`config.mk`:
```
export PLATFORM = sky130hd
export DESIGN_NAME = debounce_controller
export DESIGN_NICKNAME = d
export VERILOG_FILES = /design/src/rtl/debounce_controller.sv
export SDC_FILE = /design/constraint.sdc
export NUM_CORES = 1
export LEC_CHECK = 0
export ABC_AREA = 1
export ABC_CLOCK_PERIOD_IN_PS = 3440
export CORE_UTILIZATION = 45
export DETAILED_ROUTE_END_ITERATION = 16
export HOLD_SLACK_MARGIN = 0.06
export PLACE_DENSITY = 0.71
export SYNTH_ARGS = -nofsm -noshare
export SYNTH_HDL_FRONTEND = slang
export SYNTH_SLANG_ARGS = --single-unit
```
`constraint.sdc`:
```
create_clock -name clk_i -period 3.44 [get_ports clk_i]
set_clock_uncertainty 0.05 [all_clocks]
set_input_delay 0.344 -clock clk_i [delete_from_list [all_inputs] [get_ports clk_i]]
set_output_delay 0.344 -clock clk_i [all_outputs]
set_load 0.02 [all_outputs]
```
`src/rtl/debounce_controller.sv`:
```
// Multi-channel input conditioner for asynchronous off-chip signals.
// Each channel is synchronized, then filtered by a small debounce FSM with a
// saturating run counter. The block produces a clean level, single-cycle
// edge pulses and sticky interrupt-pending bits that feed one shared irq line.

// Plain flop chain that brings an asynchronous input into the clk_i domain.
module synchronizer #(
    parameter int FLOP_NUMBER = 2
) (
    input  logic clk_i,
    input  logic rst_n_i,
    input  logic d,
    output logic q
);

    logic [FLOP_NUMBER-1:0] ff_q;

    // Shift the raw input through the chain; the last flop is the usable sample.
    always_ff @(posedge clk_i) begin
        // NOTE: sequential state uses non-blocking assignments so every flop
        // samples the pre-edge value of its neighbour, exactly like hardware.
        if (!rst_n_i) begin
            ff_q <= '0;
        end else begin
            ff_q <= {ff_q[FLOP_NUMBER-2:0], d};
        end
    end

    assign q = ff_q[FLOP_NUMBER-1];

endmodule

module debounce_controller #(
    parameter int CHANNELS    = 4,
    parameter int SYNC_STAGES = 2,
    parameter int COUNT_WIDTH = 16
) (
    input  logic                   clk_i,
    input  logic                   rst_n_i,
    input  logic [CHANNELS-1:0]    async_i,
    input  logic                   enable_i,
    input  logic [COUNT_WIDTH-1:0] threshold_i,
    input  logic [CHANNELS-1:0]    rise_irq_en_i,
    input  logic [CHANNELS-1:0]    fall_irq_en_i,
    input  logic [CHANNELS-1:0]    irq_clear_i,
    output logic [CHANNELS-1:0]    level_o,
    output logic [CHANNELS-1:0]    rise_o,
    output logic [CHANNELS-1:0]    fall_o,
    output logic [CHANNELS-1:0]    pending_o,
    output logic                   irq_o
);

    typedef enum logic [1:0] {
        STABLE_LOW,
        WAIT_HIGH,
        STABLE_HIGH,
        WAIT_LOW
    } state_t;

    localparam logic [COUNT_WIDTH-1:0] COUNT_ONE = COUNT_WIDTH'(1);

    state_t                 state_q [CHANNELS];
    state_t                 state_d [CHANNELS];
    logic [COUNT_WIDTH-1:0] count_q [CHANNELS];
    logic [COUNT_WIDTH-1:0] count_d [CHANNELS];

    logic [CHANNELS-1:0]    s;
    logic [CHANNELS-1:0]    rise_q;
    logic [CHANNELS-1:0]    rise_d;
    logic [CHANNELS-1:0]    fall_q;
    logic [CHANNELS-1:0]    fall_d;
    logic [CHANNELS-1:0]    pending_q;
    logic [CHANNELS-1:0]    pending_d;
    logic [COUNT_WIDTH-1:0] thr_eff;

    // Count of consecutive differing samples; holds at all-ones instead of wrapping.
    function automatic logic [COUNT_WIDTH-1:0] sat_inc(input logic [COUNT_WIDTH-1:0] v);
        return (v == '1) ? v : v + COUNT_ONE;
    endfunction

    for (genvar g = 0; g < CHANNELS; g++) begin : g_sync
        synchronizer #(
            .FLOP_NUMBER(SYNC_STAGES)
        ) u_sync (
            .clk_i  (clk_i),
            .rst_n_i(rst_n_i),
            .d      (async_i[g]),
            .q      (s[g])
        );
    end

    // A threshold of zero would commit on nothing; treat it as one sample.
    assign thr_eff = (threshold_i == '0) ? COUNT_ONE : threshold_i;

    // Per-channel debounce decision: next state, next count and edge pulses.
    always_comb begin
        // NOTE: every output of this block gets a default before any branch,
        // so no path leaves a signal unassigned and no latch is inferred.
        state_d = state_q;
        count_d = count_q;
        rise_d  = '0;
        fall_d  = '0;
        for (int i = 0; i < CHANNELS; i++) begin
            unique case (state_q[i])
                STABLE_LOW: begin
                    if (enable_i && s[i]) begin
                        if (COUNT_ONE >= thr_eff) begin
                            state_d[i] = STABLE_HIGH;
                            count_d[i] = '0;
                            rise_d[i]  = 1'b1;
                        end else begin
                            state_d[i] = WAIT_HIGH;
                            count_d[i] = COUNT_ONE;
                        end
                    end
                end
                WAIT_HIGH: begin
                    if (!enable_i || !s[i]) begin
                        state_d[i] = STABLE_LOW;
                        count_d[i] = '0;
                    end else if (sat_inc(count_q[i]) >= thr_eff) begin
                        state_d[i] = STABLE_HIGH;
                        count_d[i] = '0;
                        rise_d[i]  = 1'b1;
                    end else begin
                        count_d[i] = sat_inc(count_q[i]);
                    end
                end
                STABLE_HIGH: begin
                    if (enable_i && !s[i]) begin
                        if (COUNT_ONE >= thr_eff) begin
                            state_d[i] = STABLE_LOW;
                            count_d[i] = '0;
                            fall_d[i]  = 1'b1;
                        end else begin
                            state_d[i] = WAIT_LOW;
                            count_d[i] = COUNT_ONE;
                        end
                    end
                end
                WAIT_LOW: begin
                    if (!enable_i || s[i]) begin
                        state_d[i] = STABLE_HIGH;
                        count_d[i] = '0;
                    end else if (sat_inc(count_q[i]) >= thr_eff) begin
                        state_d[i] = STABLE_LOW;
                        count_d[i] = '0;
                        fall_d[i]  = 1'b1;
                    end else begin
                        count_d[i] = sat_inc(count_q[i]);
                    end
                end
                default: begin
                    state_d[i] = STABLE_LOW;
                    count_d[i] = '0;
                end
            endcase
        end
    end

    // Sticky pending: a new event in the same cycle as a clear keeps the bit set.
    always_comb begin
        pending_d = (pending_q & ~irq_clear_i)
                  | (rise_q & rise_irq_en_i)
                  | (fall_q & fall_irq_en_i);
    end

    // Debounce state, counters, edge pulses and pending bits.
    always_ff @(posedge clk_i) begin
        if (!rst_n_i) begin
            for (int i = 0; i < CHANNELS; i++) begin
                state_q[i] <= STABLE_LOW;
                count_q[i] <= '0;
            end
            rise_q    <= '0;
            fall_q    <= '0;
            pending_q <= '0;
        end else begin
            state_q   <= state_d;
            count_q   <= count_d;
            rise_q    <= rise_d;
            fall_q    <= fall_d;
            pending_q <= pending_d;
        end
    end

    // The debounced level is high while the channel sits on the high side.
    always_comb begin
        level_o = '0;
        for (int i = 0; i < CHANNELS; i++) begin
            level_o[i] = (state_q[i] == STABLE_HIGH) || (state_q[i] == WAIT_LOW);
        end
    end

    assign rise_o    = rise_q;
    assign fall_o    = fall_q;
    assign pending_o = pending_q;
    assign irq_o     = |pending_q;

endmodule

```
==> results.json, run 1 <==
{
  "ant_nets": 0,
  "drv_slew": 0,
  "vias_per_cell": 5.50,
  "clkLatencyLatePin_ns": 0.35,
  "grt_max_degree": 29,
  "dieWidth_um": 127,
  "drt_iter0_markers": 419,
  "hold_buffers": 0,
  "grt_pass1_vias": 6294,
  "final_area_sq_um": 8020,
  "synth_cells": 990,
  "timing.rr.start": "count_q[33]",
  "placed_cell_area_sq_um": 7700,
  "grt_pass1_wl_um": 30300,
  "cts-root-buf": "clkbuf_16",
  "crit_path_cell_trace": "ha_1 > nand3_2 > nor3_2 > nand2_1 > nand4_1 > nor2_1 > xor2_1 > ha_1 > a21oi_1 > o21a_1 > o221a_2 > nand3_1 > nand2_1 > nor2_1 > nor2_1",
  "fin_hold_ws_ns": 0.362,
  "violations": "DRC",
  "dieArea_sq_um": 16000,
  "seq_area_sq_um": 1840,
  "syn_area_sq_um": 6990,
  "grtUsageTotal_pct": 23.8,
  "yosysTopAreaCell": "dfxtp_1",
  "crit_fanout": 19,
  "postCtsSetupRepairBufs": 0,
  "critPathCaptureType": "register",
  "yosys_warnings": 0,
  "slowest_delay_ns": 0.46,
  "r2r_end": "state_q[5]",
  "rows": 45,
  "remaining_drc_errors": 1,
  "rr_worst_depth": 15,
  "hold_viol_final": 0,
  "cts_tree": "yes",
  "grt_setup_unrepaired": "no",
  "finalSetupViolations": 0,
  "critPathSlowestCell": "o221a_2",
  "wire_per_inst_um": 15.0,
  "syn2layout_area_growth_pct": 14.8,
  "drive_above_1_share_pct": 11.7,
  "slew-limit-headroom_pct": 49.2,
  "num_vias": 6751,
  "routed_wl_um": 18400,
  "hp-start": "g_sync[2].u_sync.ff_q[0]",
  "ys.flop_type": "dfxtp_1",
  "final_nets": 1136,
  "core_area_sq_um": 15200,
  "synth-edff-count": 0,
  "r2r_slack_ns": 0.30,
  "overflow": 0,
  "worstPathRequired_ns": 3.68,
  "fin_crit_sh_pct": 91.1,
  "ys_seq_area_share_pct": 26.4,
  "start_util_pct": 46.0,
  "pin_count": 52,
  "hold_path_end": "g_sync[2].u_sync.ff_q[1]",
  "worst_pin_slew_ns": 0.762,
  "die_y_um": 127,
  "dp_hpwl_um": 13400,
  "gp_congestion": 0.914,
  "ys_ff_latch": 92,
  "crit_top_cell": "nor2_1",
  "synth_top_area_share_pct": 26.4,
  "synthTopCellsByArea": "dfxtp_1 (26%), nand2_1 (13%), ha_1 (11%), a21oi_1 (6.8%), nand4_1 (6.4%)",
  "period_needed_ns": 3.14,
  "clock_path_buffers": 2,
  "antennaDiodeCount": 0,
  "async_flop_share_pct": 0,
  "dr.pass1.iters": 11,
  "arrival_ns": 3.38,
  "cts_buffers": 9,
  "avgSynthCellArea_sq_um": 7.06,
  "max-vdd-ir-drop_uv": 255,
  "cts_max_level": 3,
  "fmax_mhz": 319,
  "status": "finished, violations left",
  "leakage_nw": 3.58,
  "synth_cell_types": 49,
  "portBuffers": 51,
  "antenna_found_initial": 0,
  "min_path_cells": 2,
  "critPathKind": "register to register",
  "total_power_w": 0.00261,
  "powerDensity_nw_per_um2": 326,
  "synth_fp_nets": 1089,
  "multi_input_area_sq_um": 4580,
  "startpoint_type": "register",
  "hold_path.class": "register to register",
  "path_clk_slew_ns": 0.07,
  "fill_cells": 1488,
  "clock_sinks": 92,
  "maxCapViolations": 0,
  "setup_tns_ns": 0
}
-- sequential cells by signal, indices dropped and copies added (netlist names) --
name	flops
count_q	64
fall_o	4
g_sync.u_sync.ff_q	8
pending_o	4
rise_o	4
state_q	8
-- power by group --
group	switching [W]	internal (W)	leakage, nW	total [W]
Sequential	0.0000367	0.00110	0.744	0.00113
Clock	0.000429	0.000569	0.140	0.000998
Combinational	0.000308	0.000173	2.70	0.000481
Total	0.000774	0.00184	3.58	0.00261
-- cell usage after synthesis, types with 5 or more instances --
cell type	instances
o21ai_2	5
nor2_1	55
nand3_1	35
dfxtp_1	92
ha_1	64
nand2_2	13
xnor2_1	16
nand4_1	71
nor2_4	5
o21ai_0	18
nor4_1	8
nand2_1	236
nor3_1	20
clkbuf_1	17
inv_2	14
xor2_1	30
a21oi_1	95
a31oi_1	5
buf_2	9
nand3_2	20
inv_1	100
nor2_2	7
-- critical path: cells and delay by family, from the launching register on --
kind,cells,cell delay (ns)
AO/OA/AOI/OAI,3,0.73
XOR/XNOR,1,0.20
adder cells (fa/ha/maj),2,0.51
flip-flops,1,0.40
AND/OR/NAND/NOR,9,1.17
-- kinds of logic after synthesis --
group | Yosys count | synth area share [%]
compound gates | 146 | 11.9
xor+xnor | 50 | 6.70
fa+ha+maj | 64 | 11.5
buf+inv | 149 | 8.74
flops | 92 | 26.4
mux | 2 | 0.322
simple gates | 487 | 34.5
-- worst max path at each step --
stage,from,endpoint,slack [ns]
5_1_grt,count_q[16],rise_o[2],0.02
3_3_place_gp,threshold_i[6],state_q[5],0.28
4_1_cts,count_q[33],state_q[5],0.24
3_5_place_dp,threshold_i[6],state_q[5],0.25
2_1_floorplan,count_q[48],count_q[53],0.63
6_report,count_q[33],state_q[5],0.30
-- area by class of cell --
type	instances	area share, %
sequential	92	23.0
clock inverter	3	0.499
clock buffer	10	2.98
timing repair buffer	69	8.05
inverter	116	5.46
tap	188	2.93
multi-input combinational	749	57.1
-- layer usage --
layer / vias to the layer above / share of wire [%] / track usage [%]
li1: 3429 / - / -
met2: 201 / 47 / 40.0
met3: 34 / 5.2 / 4.01
met4: 0 / 2.3 / 8.72
met1: 3087 / 46 / 30.6
met5: - / 0 / 0
-- what timing repair did --
item | in CTS | in global routing
hold endpoints to repair | 0 | 0
resized for setup | 0 | 7
setup endpoints to repair | 0 | 38
-- metrics by stage --
stage | setup WS [ns] | cells | utilization, %
floorplan | 0.630 | 990 | -
finish | 0.305 | 1227 | 52.8
detailed placement | 0.249 | 1214 | 50.6
CTS | 0.239 | 1227 | 52.5
global route | 0.0228 | 1227 | 52.8
global placement | 0.282 | 1214 | 50.6
-- cell usage in the layout (no fill, tap or decap), types with 5 or more instances in the layout --
master / synthesis / routed
nor2_1: 55 / 55
xor2_1: 30 / 28
nand2_2: 13 / 12
dfxtp_1: 92 / 92
nor2_2: 7 / 7
xnor2_1: 16 / 16
nor2_4: 5 / 5
nand2_1: 236 / 235
o21ai_0: 18 / 18
nand4_1: 71 / 71
inv_1: 100 / 100
nand3_2: 20 / 20
a31oi_1: 5 / 5
inv_2: 14 / 14
nand3_1: 35 / 35
nor4_1: 8 / 8
nor3_1: 20 / 20
clkbuf_16: 0 / 9
ha_1: 64 / 64
buf_4: 1 / 18
clkdlybuf4s50_1: 0 / 51
o21ai_2: 5 / 5
a21oi_1: 95 / 95
(Power assumes the default switching activity.)
==> run 2, diff against run 1 <==
- SYNTH_HIERARCHICAL: not set -> 1
==> results.json, run 2 <==
{
  "synth_top_area_share_pct": 27.1,
  "r2r_end": "count_q[32]",
  "vias_per_cell": 5.42,
  "regMostFlops": "count_q",
  "hold_path_end": "g_sync[0].u_sync/ff_q[1]",
  "critPathCaptureType": "register",
  "synth_fp_nets": 1079,
  "remaining_drc_errors": 4,
  "mostFrequentLayoutCell": "nand2_1",
  "pin_count": 52,
  "ys_ff_latch": 92,
  "clock_path_buffers": 2,
  "timing.rr.start": "count_q[32]",
  "powerDensity_nw_per_um2": 330,
  "period_needed_ns": 3.28,
  "worstSetupStartpoint": "count_q[32]",
  "dieArea_sq_um": 15600,
  "avgSynthCellArea_sq_um": 6.94,
  "r2r_slack_ns": 0.16,
  "start_util_pct": 46.4,
  "final_nets": 1146,
  "finalSetupViolations": 0,
  "cts-root-buf": "clkbuf_16",
  "gp_congestion": 0.947,
  "cts_max_level": 3,
  "async_flop_share_pct": 0,
  "rr_worst_depth": 19,
  "syn2layout_area_growth_pct": 18.0,
  "path_clk_slew_ns": 0.07,
  "ant_nets": 0,
  "final_cell_mix": "nand2_1 (243), inv_1 (95), a21oi_1 (90)",
  "cts_tree": "yes",
  "yosysTopAreaCell": "dfxtp_1",
  "fmax_mhz": 305,
  "fin_ws_ns": 0.162,
  "clkLatencyLatePin_ns": 0.36,
  "grt_pass1_vias": 6248,
  "synth_cell_types": 47,
  "max-vdd-ir-drop_uv": 248,
  "drive_above_1_share_pct": 12.5,
  "hold_viol_final": 0,
  "setup_tns_ns": 0,
  "worst_pin_slew_ns": 0.745,
  "top_regs": "count_q: 64 flops, g_sync.u_sync/ff_q: 8 flops, state_q: 8 flops",
  "cts_buffers": 9,
  "place_ws_ns": 0.0912,
  "syn_area_sq_um": 6800,
  "violations": "DRC",
  "antennaDiodeCount": 0,
  "utilization_pct": 54.8,
  "startpoint_type": "register",
  "overflow": 0,
  "core_area_sq_um": 14600,
  "ys.flop_type": "dfxtp_1",
  "hold_buffers": 0,
  "synth_cells": 980,
  "hp-start": "g_sync[0].u_sync/ff_q[0]",
  "grt_pass1_wl_um": 30000,
  "yosysMostFrequentCell": "nand2_1",
  "synth-edff-count": 0,
  "fin_crit_sh_pct": 95.3,
  "routed_wl_um": 18100,
  "slew-limit-headroom_pct": 50.3,
  "dp_hpwl_um": 13400,
  "critPathKind": "register to register",
  "drv_slew": 0,
  "synthTopCellsByArea": "dfxtp_1 (27%), nand2_1 (13%), ha_1 (12%), nand4_1 (7.0%), a21oi_1 (6.6%)",
  "ys_seq_area_share_pct": 27.1,
  "die_y_um": 125,
  "largest_register_ffs": 64,
  "rows": 44,
  "worstPathRequired_ns": 3.67,
  "dieWidth_um": 125,
  "leakage_nw": 3.62,
  "crit_fanout": 17,
  "dr.pass1.iters": 11,
  "portBuffers": 51,
  "status": "finished, violations left",
  "antenna_found_initial": 0,
  "min_path_cells": 2,
  "arrival_ns": 3.50,
  "maxCapViolations": 0,
  "clock_sinks": 92,
  "yosys_warnings": 6,
  "num_vias": 6702,
  "hold_path.class": "register to register",
  "drt_iter0_markers": 599,
  "synth_common_cells": "nand2_1 (244), inv_1 (96), dfxtp_1 (92)",
  "wire_per_inst_um": 14.6,
  "grtUsageTotal_pct": 23.7,
  "grt_max_degree": 39
}
run 2: changes by cell type in the layout (fill, tap and decap cells not counted), sizes merged, moves of 3 or more:
cell	change
a21o	+3
buf	+20
inv	-3
nand2	+15
nand3	-19
nand4	+5
nor3	-3
o21a	+3
o21ai	-9
xor2	-3
run 2: repair_timing:
item,CTS,global route
resized for setup,0,13
endpoints found under the hold margin,0,0
setup endpoints to repair,0,44
setup buffers,0,2
run 2: area by class of cell:
| class | instances | area (sq um) |
|---|---|---|
| Inverter | 108 | 405 |
| Clock buffer | 9 | 225 |
| Clock inverter | 7 | 63.8 |
| Fill cell | 1393 | 6620 |
| Tap cell | 184 | 230 |
| Timing Repair Buffer | 89 | 821 |
| Multi-Input combinational cell | 747 | 4430 |
| Sequential cell | 92 | 1850 |
run 2: worst max-delay path by stage:
stage,endpoint,slack (ns),depth (start not counted)
4_1_cts,count_q[32],0.06,20
3_5_place_dp,count_q[32],0.09,20
5_1_grt,count_q[32],-0.05,19
2_1_floorplan,count_q[44],0.28,20
3_3_place_gp,count_q[35],0.19,20
6_report,count_q[32],0.16,19
run 2: cells by family after synthesis:
group | after synthesis | synth area share (%)
buffers and inverters | 141 | 8.20
flip-flops | 92 | 27.1
adder cells (fa/ha/maj) | 64 | 11.8
AND/OR/NAND/NOR | 488 | 33.9
XOR/XNOR | 49 | 6.31
AO/OA/AOI/OAI | 146 | 12.7
run 2: where the power goes:
group / total [W] / internal (W) / switching, W / leakage, nW
sequential: 0.00113 / 0.00110 / 0.0000352 / 0.746
clock: 0.000985 / 0.000508 / 0.000477 / 0.143
combinational: 0.000533 / 0.000188 / 0.000345 / 2.73
total: 0.00265 / 0.00179 / 0.000856 / 3.62
run 2: critical path, stage by stage (launching register included):
cell and delay (ns):
dfxtp_2 0.38, ha_2 0.20, nand2_1 0.07, inv_2 0.05, nand2_2 0.06, nor2_2 0.18
o21ai_1 0.13, nor2_2 0.18, buf_4 0.13, nand2_1 0.05, xnor2_1 0.24, ha_1 0.29
nand4_1 0.14, a21oi_1 0.08, nor4_2 0.26, nand2_2 0.14, nor3_4 0.17, buf_12 0.18
nand2_1 0.06, a21oi_1 0.13
run 2: per-stage QoR:
stage	power, W	hold slack [ns]	std cells	instance area, sq um
floorplan	0.00150	0.340	980	6800
global placement	0.00168	0.345	1218	7670
detailed placement	0.00168	0.351	1218	7670
CTS	0.00267	0.368	1234	7960
global route	0.00279	0.397	1236	8030
finish	0.00265	0.367	1236	8030
run 2: metal layers:
metal / GRT usage [%] / share of wire (%)
met1: 30.6 / 46
met2: 40.0 / 46
met3: 4.28 / 5.4
met4: 8.18 / 2.6
met5: 0 / 0
